### config.mk
export PLATFORM = sky130hd
export DESIGN_NAME = store_buffer
export DESIGN_NICKNAME = d
export VERILOG_FILES = /design/src/rtl/store_buffer.sv
export SDC_FILE = /design/constraint.sdc
export NUM_CORES = 1
export LEC_CHECK = 0
export CORE_MARGIN = 5
export CORE_UTILIZATION = 45
export CTS_BUF_LIST = sky130_fd_sc_hd__clkbuf_16
export DETAILED_ROUTE_END_ITERATION = 7
export MAX_ROUTING_LAYER = met4
export PLACE_DENSITY_LB_ADDON = 0.15
export SLEW_MARGIN = 15
export SYNTH_ARGS = -nofsm -noshare
export SYNTH_HDL_FRONTEND = slang
export SYNTH_SLANG_ARGS = --single-unit
### constraint.sdc
create_clock -name clk -period 7.6 [get_ports clk]
set_input_delay 1.9 -clock clk [delete_from_list [all_inputs] [get_ports clk]]
set_output_delay 1.9 -clock clk [all_outputs]
set_load 0.1 [all_outputs]
### src/rtl/store_buffer.sv
// Posted-write store buffer between the CPU store port and data memory: lane steering, FIFO, req/ack drain.
// Optional merging of stores into the youngest queued entry is enabled by defining STORE_COALESCE_EN.
module store_buffer #(
    parameter int DEPTH = 4,
    parameter int CW    = 3
) (
    input  logic          clk,
    input  logic          reset,
    input  logic          cpu_we,
    input  logic          cpu_re,
    input  logic [31:0]   cpu_addr,
    input  logic [31:0]   cpu_wdata,
    input  logic [2:0]    cpu_funct3,
    output logic          cpu_stall,
    output logic          misalign_err,
    output logic          mem_req,
    input  logic          mem_ack,
    output logic [31:0]   mem_addr,
    output logic [31:0]   mem_wdata,
    output logic [3:0]    mem_be,
    output logic [CW-1:0] count
);

    localparam int            PW      = $clog2(DEPTH);
    localparam logic [CW-1:0] DEPTH_C = CW'(DEPTH);
    localparam logic [2:0]    F3_SB   = 3'b000;
    localparam logic [2:0]    F3_SH   = 3'b001;
    localparam logic [2:0]    F3_SW   = 3'b010;

    logic [29:0]      addr_q  [DEPTH];
    logic [29:0]      addr_d  [DEPTH];
    logic [31:0]      data_q  [DEPTH];
    logic [31:0]      data_d  [DEPTH];
    logic [3:0]       be_q    [DEPTH];
    logic [3:0]       be_d    [DEPTH];
    logic [DEPTH-1:0] valid_q, valid_d;
    logic [PW-1:0]    head_q, head_d;
    logic [PW-1:0]    tail_q, tail_d;
    logic [PW-1:0]    tail_last;
    logic [CW-1:0]    count_q, count_d;

    logic             mem_req_q, mem_req_d;
    logic [29:0]      mem_addr_q, mem_addr_d;
    logic [31:0]      mem_wdata_q, mem_wdata_d;
    logic [3:0]       mem_be_q, mem_be_d;
    logic             misalign_q, misalign_d;

    logic [29:0]      word;
    logic             st_legal;
    logic [3:0]       st_be;
    logic [31:0]      st_data;
    logic             full;
    logic             coalesce;
    logic             push;
    logic             pop;
    logic             hit;

    assign word      = cpu_addr[31:2];
    assign tail_last = tail_q - PW'(1);
    assign full      = (count_q == DEPTH_C);

    // NOTE: every variable driven in an always_comb gets a default first, so no path can infer a latch.
    always_comb begin
        st_legal = 1'b0;
        st_be    = 4'b0000;
        st_data  = cpu_wdata;
        case (cpu_funct3)
            F3_SB: begin
                st_legal = 1'b1;
                st_be    = 4'b0001 << cpu_addr[1:0];
                st_data  = {4{cpu_wdata[7:0]}};
            end
            F3_SH: begin
                st_legal = ~cpu_addr[0];
                st_be    = 4'b0011 << cpu_addr[1:0];
                st_data  = {2{cpu_wdata[15:0]}};
            end
            F3_SW: begin
                st_legal = (cpu_addr[1:0] == 2'b00);
                st_be    = 4'b1111;
            end
            default: ;
        endcase
    end

    // The youngest entry may absorb a store unless it is the head already presented to memory.
`ifdef STORE_COALESCE_EN
    assign coalesce = cpu_we && st_legal && (count_q > CW'(1)) && (addr_q[tail_last] == word);
`else
    assign coalesce = 1'b0;
`endif

    // Full is judged on the registered count; a same-cycle pop does not make room.
    assign push = cpu_we && st_legal && !full && !coalesce;
    assign pop  = mem_req_q && mem_ack;

    always_comb begin
        hit = 1'b0;
        for (int i = 0; i < DEPTH; i++) begin
            if (valid_q[i] && (addr_q[i] == word)) begin
                hit = 1'b1;
            end
        end
    end

    assign cpu_stall  = (cpu_we && full && !coalesce) || (cpu_re && hit);
    assign misalign_d = cpu_we && !st_legal && !full;

    always_comb begin
        addr_d  = addr_q;
        data_d  = data_q;
        be_d    = be_q;
        valid_d = valid_q;
        head_d  = head_q;
        tail_d  = tail_q;
        count_d = count_q;

        if (pop) begin
            valid_d[head_q] = 1'b0;
            head_d          = head_q + PW'(1);
        end

        if (push) begin
            addr_d[tail_q]  = word;
            data_d[tail_q]  = st_data;
            be_d[tail_q]    = st_be;
            valid_d[tail_q] = 1'b1;
            tail_d          = tail_q + PW'(1);
        end

        if (coalesce) begin
            for (int b = 0; b < 4; b++) begin
                if (st_be[b]) begin
                    data_d[tail_last][8*b +: 8] = st_data[8*b +: 8];
                end
            end
            be_d[tail_last] = be_q[tail_last] | st_be;
        end

        case ({push, pop})
            2'b10:   count_d = count_q + CW'(1);
            2'b01:   count_d = count_q - CW'(1);
            default: ;
        endcase
    end

    // The output stage reloads from the post-update queue so back-to-back writes need no idle cycle.
    always_comb begin
        mem_req_d   = (count_d != '0);
        mem_addr_d  = mem_addr_q;
        mem_wdata_d = mem_wdata_q;
        mem_be_d    = mem_be_q;
        if ((!mem_req_q || pop) && mem_req_d) begin
            mem_addr_d  = addr_d[head_d];
            mem_wdata_d = data_d[head_d];
            mem_be_d    = be_d[head_d];
        end
    end

    // NOTE: sequential state is updated only with non-blocking assignments.
    always_ff @(posedge clk or negedge reset) begin
        if (!reset) begin
            valid_q     <= '0;
            head_q      <= '0;
            tail_q      <= '0;
            count_q     <= '0;
            mem_req_q   <= 1'b0;
            mem_addr_q  <= '0;
            mem_wdata_q <= '0;
            mem_be_q    <= '0;
            misalign_q  <= 1'b0;
        end else begin
            valid_q     <= valid_d;
            head_q      <= head_d;
            tail_q      <= tail_d;
            count_q     <= count_d;
            mem_req_q   <= mem_req_d;
            mem_addr_q  <= mem_addr_d;
            mem_wdata_q <= mem_wdata_d;
            mem_be_q    <= mem_be_d;
            misalign_q  <= misalign_d;
        end
    end

    // NOTE: the payload array is not reset; valid_q gates every use, so only the valid bits need clearing.
    always_ff @(posedge clk) begin
        addr_q <= addr_d;
        data_q <= data_d;
        be_q   <= be_d;
    end

    assign mem_req      = mem_req_q;
    assign mem_addr     = {mem_addr_q, 2'b00};
    assign mem_wdata    = mem_wdata_q;
    assign mem_be       = mem_be_q;
    assign misalign_err = misalign_q;
    assign count        = count_q;

endmodule

==> metrics <==
adder-cell share of the synthesized area 0.8442%; Register Area 0.007262 mm^2; Setup WS post-layout 1.422 ns; Seq/Total Area, Yosys 46.22%; Clock Tree Buf Depth 3; Post-CTS Hold Buffers 0; initial DRC count 634; post-CTS sizing 0; Avg Inst Size Synth 10.63 um^2; CTS clock-pin slew for the worst setup and hold paths 0.05 ns; die area 0.03875 mm^2; Clk Latency, worst-skew pair 0.53 ns; worst hold slack 0.4514 ns; cell type with the largest total area after synthesis dfxtp_1; dominant cells by area after synthesis dfxtp_1, mux2_2, dfrtp_1; WP data arrival 4.28 ns; ys async rst share 23.03%; CTS root buf clkbuf_16; min-delay worst type flop to flop; CP most frequent cell nand4_1; multi-input logic area 0.007624 mm^2; CP max stage cell clkdlybuf4s50_1; Core Footprint 0.03454 mm^2; FILL cells 3220; Yosys warnings 0; Worst path max stage delay 0.63 ns; flops & latches, synth 343; die height 196.9 um; share of cells above drive strength 1 20.24%; Starting Density 45.48%; vias in the first global route 11.82k; simple-gate share of the synthesized area 6.459%; setup TNS 0 ns; Cells after DPL 1971; WP buf/inv 2; Fin. Hold Viols 0; post-synth top area share 33.64%; max_slew headroom 23.65%; Distinct cells, synth 63; pwr/cell area 518.6 mW/mm^2; Post-Place Setup Slack 1.198 ns; fmax 0.1619 GHz; Total GRT Usage 24.23%; CP top delay family simple AND/OR/NAND/NOR gates; FP Rows 68; dpl cell area 0.01733 mm^2; total CTS buffers 39; H-tree depth 2; area delta synth->final 17.73%; CTS tree built; XOR/XNOR Fraction of Synth Area 6.857%; chip width 196.9 um; GPL Wtd Cong 0.8739; Critical Path RT 5.70 ns; Worst Setup Start Kind input pin; clock skew 0.01370 ns; fin. max-slew vios 0; Post-synth top flop dfxtp_1; leakage dissipation 8.057 nW; largest family of logic cells by synthesized area multiplexers; # Post-CTS Setup Buffers 0; Tmin final 6.178 ns; DR vias 11.56k; Final Cell Area 0.01850 mm^2; IO Port Bufs 143; number of enable flip-flop cells after synthesis 0; Slew @ Worst Pin 1.145 ns; status complete, no violations; Setup crit end kind output port; DR vias/cell 5.657; 1st-pass router iterations 5; Synth Instances 1478; maxcap violations 0; DPL Wire Length 29740 um; ANT nets after route 0; mux contribution to synthesized area 20.18%; maximum VDD drop 325.8 uV; Final Routed Wirelength 45970 um; Critical Path, Cell by Cell clkdlybuf4s50_1 -> xor2_1 -> nor4_1 -> nand4_1 -> nand4_1 -> a22o_1 -> buf_4; largest net degree at the start of global routing 67; final setup fails 0; fin crit share 81.30%; Power Total 9.593 mW; Final Instance Count excl. Fillers 2043; Synth Cell Area 0.01571 mm^2; Synth Area in Compound Gates 13.87%; Num Clock Sinks 343; WL/cell 22.50 um; total gr overflow 0; WS Path Type input pin to output port; Ports 146; DRC Markers 0; RSZ-0062 raised after global routing false; initial antenna violation count 2; first-pass GRT wire length 71620 um; Final #Nets 1639; Final Core Density 53.55%; maximum fanout along the worst path 10
placed cells by master (no fill, tap or decap), types with 5 or more instances in the layout:
cell / Yosys / final
clkbuf_16: 0 / 39
o221a_2: 30 / 30
nor2_1: 60 / 59
dfxtp_1: 264 / 264
nand2_1: 83 / 82
ha_1: 9 / 9
xnor2_1: 79 / 79
buf_4: 8 / 21
a222oi_1: 8 / 8
clkdlybuf4s50_1: 0 / 141
mux2i_1: 88 / 88
o21ai_0: 83 / 82
nor4_1: 16 / 16
a221o_1: 17 / 17
clkinv_1: 0 / 11
dfrtp_1: 79 / 79
nand4_1: 25 / 25
o311ai_1: 12 / 12
o31ai_1: 10 / 10
a2bb2oi_1: 8 / 8
o2bb2ai_1: 8 / 8
xor2_1: 44 / 44
o22ai_1: 67 / 67
o311ai_0: 18 / 18
mux2_2: 198 / 198
a21oi_1: 11 / 11
inv_1: 72 / 85
nor3_1: 5 / 5
report_power, final:
| part | internal (mW) | switching, mW | leakage [nW] |
|---|---|---|---|
| sequential | 2.73 | 0.586 | 3.21 |
| clock | 0.997 | 0.736 | 0.617 |
| combinational | 1.67 | 2.87 | 4.23 |
worst paths after layout:
path                                    startpoint                         end  slack, ns  depth (start not counted)
worst min register to register  data_q[18]$_DFF_P_          data_q[18]$_DFF_P_       0.45                          2
min in group asynchronous                    reset  mem_addr_q[24]$_DFFE_PN0P_       1.24                          1
worst max-delay path                  cpu_addr[24]                   cpu_stall       1.42                          7
worst max register to register  count[2]$_DFF_PN0_  mem_addr_q[16]$_DFFE_PN0P_       3.27                         13
worst min-delay path            data_q[18]$_DFF_P_          data_q[18]$_DFF_P_       0.45                          2
max in group asynchronous                    reset   mem_wdata[26]$_DFFE_PN0P_       5.30                          2
cell families (layout without fill, tap and decap cells):
kind of cell / after synthesis / count (layout)
AO/OA/AOI/OAI: 299 / 299
XOR/XNOR: 123 / 123
adder cells (fa/ha/maj): 10 / 10
buffers and inverters: 200 / 307
flip-flops: 343 / 343
multiplexers: 290 / 290
other: 1 / 4
AND/OR/NAND/NOR: 212 / 212
worst register-to-register path, cell delays in order (launching register included):
cell      delay, ns
dfrtp_1        0.43
nor3b_2        0.23
nand2b_1       0.24
nor2_1         0.44
inv_1          0.10
ha_1           0.25
fa_1           0.38
xnor2_1        0.16
nor3_1         0.30
o31a_2         0.75
buf_4          0.42
o221a_2        0.24
o21ai_0        0.11
o311ai_0       0.16
cells in the mapped netlist, types with 30 or more instances:
library cell and n:
xor2_1 44, dfrtp_1 79, nor2_1 60, xnor2_1 79, mux2_2 198, buf_2 42, inv_1 72, dfxtp_1 264
clkbuf_1 69, o21ai_0 83, o221a_2 30, nand2_1 83, mux2i_1 88, o22ai_1 67
area by class of cell:
type,instances,share of cell area (%)
multi-input combinational,936,41.22
sequential,343,39.26
timing repair buffer,164,8.652
clock buffer,39,5.276
tap,455,3.078
inverter,73,1.481
clock inverter,31,1.008
antenna,2,0.02706
metal layers:
layer  share of wire [%]  global-route usage, %  vias to the layer above
li1                    -                      -                     5482
met1                  44                  31.14                     5745
met2                  49                  40.15                      270
met3                 4.4                  3.778                       60
met4                 2.4                  6.420                        0
met5                   0                      -                        -
state kept, by name, indices dropped and copies added, names as in the netlist, 2 cells and up:
register	cells
be_q	16
mem_wdata	32
count	3
data_q	128
mem_be	4
head_q	2
addr_q	120
valid_q	4
mem_addr_q	30
tail_q	2
(Power assumes the default switching activity.)
==> edit (config.mk and constraints unchanged) <==
Add a define of `STORE_COALESCE_EN`.
--- a/src/rtl/store_buffer.sv
+++ b/src/rtl/store_buffer.sv
@@ -1,5 +1,7 @@
 // Posted-write store buffer between the CPU store port and data memory: lane steering, FIFO, req/ack drain.
 // Optional merging of stores into the youngest queued entry is enabled by defining STORE_COALESCE_EN.
+`define STORE_COALESCE_EN
+
 module store_buffer #(
     parameter int DEPTH = 4,
     parameter int CW    = 3
Behaviour: not the same (Yosys sat finds a counterexample within 4 cycles, from zero or initial values and one cycle with reset low).
==> edit against the unedited design <==
- sequential cell count unchanged
- clock skew grew 0.020 ns
- register-to-register slack worse by 1.9 ns
- power grew 19%
- routed wire length grew 25%
- global-route usage is 1.6 points higher
- worst setup slack worse by 0.62 ns
- via count rose by 31%
- critical endpoint unchanged
- cell area rose by 13%
- synthesized area increased by 14%
- count of clock-buffer cells in the layout did not move
- highest routed layer unchanged
- fmax fell by 9.2%
- cell count rose by 25%
==> edit: results (changes against the unedited design) <==
Global route
  – Vias in the first global route: 14,850 (+26%)
  – Largest net degree at the start of global routing: 71 (+6.0%)
  – Global-route wire length before repair: 88,130 um (+23%)
  – Met1 Track Usage GR: 35.29% (+4.1 points)
  – Grt met2 use: 39.61% (-0.54 points)
  – Overall routing resource usage: 25.78% (+1.6 points)
  – Antenna violations before repair: 4 (+2)
  – GRT met3 Usage: 4.439% (+0.66 points)

Clock network
  – Clk_lat worst skew: 0.55 ns (+0.02 ns)
  – Clock transition at the registers of the reported paths: 0.06 ns

Layout
  – Final nets: 2,089 (+27%)
  – Share of layout cells above drive strength 1: 16.48% (-3.8 points)
  – Filler instances: 3,647 (+13%)
  – Post-route cell area: 20,830 um2 (+13%)
  – Non-Filler Instances: 2,562 (+25%)

Synthesis
  – Area contributors post-synth: dfxtp_1, dfrtp_1, mux2_2, nand2_1, xor2_1
  – Top cells by count, synth: nand2_1, dfxtp_1, nor2_1
  – Fraction of the mapped netlist area in compound gates: 17.00% (+3.1 points)
  – Post-synthesis sequential area ratio: 40.55% (-5.7 points)
  – Cells after Synth: 1,934 (+31%)
  – Fraction of synthesized area in multiplexers: 14.72% (-5.5 points)
  – Post-synthesis adder-cell area fraction: 0.9782% (+0.13 points)
  – Netlist cell types: 80 (+27%)

Place
  – Post-DP Area: 19,690 um2 (+14%)
  – Dpl cells: 2,487 (+26%)
  – Dpl hpwl: 38,090 um (+28%)
  – Place WS: 0.5493 ns (-0.6485 ns)
  – Gp weighted congestion: 0.9228 (+5.6%)

Pwr
  – P_leak: 8.600 nW (+6.7%)
  – Peak supply drop: 0.0003593 V (+10%)

Route
  – M1 wire length: 25,830 um (+27%)
  – Final WL: 57,340 um (+25%)
  – First-pass DRT Iterations: 6 (+1)
  – Metal2 WL: 26,110 um (+16%)
  – Met3 wire length: 3913 um (+93%)

Status
  – Status: finished, final reports clean

Critical path
  – Critical Path AT: 4.90 ns (+0.62 ns)
  – Max incr delay on CP: 0.67 ns (+0.04 ns)

STA
  – Worst clock skew: 0.03403 ns (+0.02033 ns)

Min path
  – Tightest Hold Check Type: reg -> reg
edit: path summary, 6_finish.rpt:
check / slack (ns) / cells past startpoint / from / end
setup / recovery: 0.80 / 9 / cpu_addr[6] / cpu_stall
hold / removal: 0.44 / 2 / data_q[71] / data_q[71]
setup reg to reg: 1.34 / 19 / tail_q[0] / mem_be[3]
max in group asynchronous: 5.08 / 2 / reset / head_q[1]
hold reg to reg: 0.44 / 2 / data_q[71] / data_q[71]
min in group asynchronous: 1.32 / 1 / reset / mem_wdata[20]
edit: layout make-up:
| type | instances | share of cell area [%] |
|---|---|---|
| clock inverter | 32 | 0.7567 |
| tap | 525 | 3.153 |
| inverter | 30 | 0.5405 |
| antenna | 4 | 0.04805 |
| clock buffer | 39 | 4.684 |
| multi-input combinational | 1399 | 47.36 |
| sequential | 343 | 34.86 |
| timing repair buffer | 190 | 8.600 |
edit: power breakdown:
part	internal, mW	switching (mW)	total, mW
combinational	2.22	3.99	6.21
clock	0.934	0.769	1.70
sequential	2.75	0.714	3.47
total	5.91	5.47	11.4
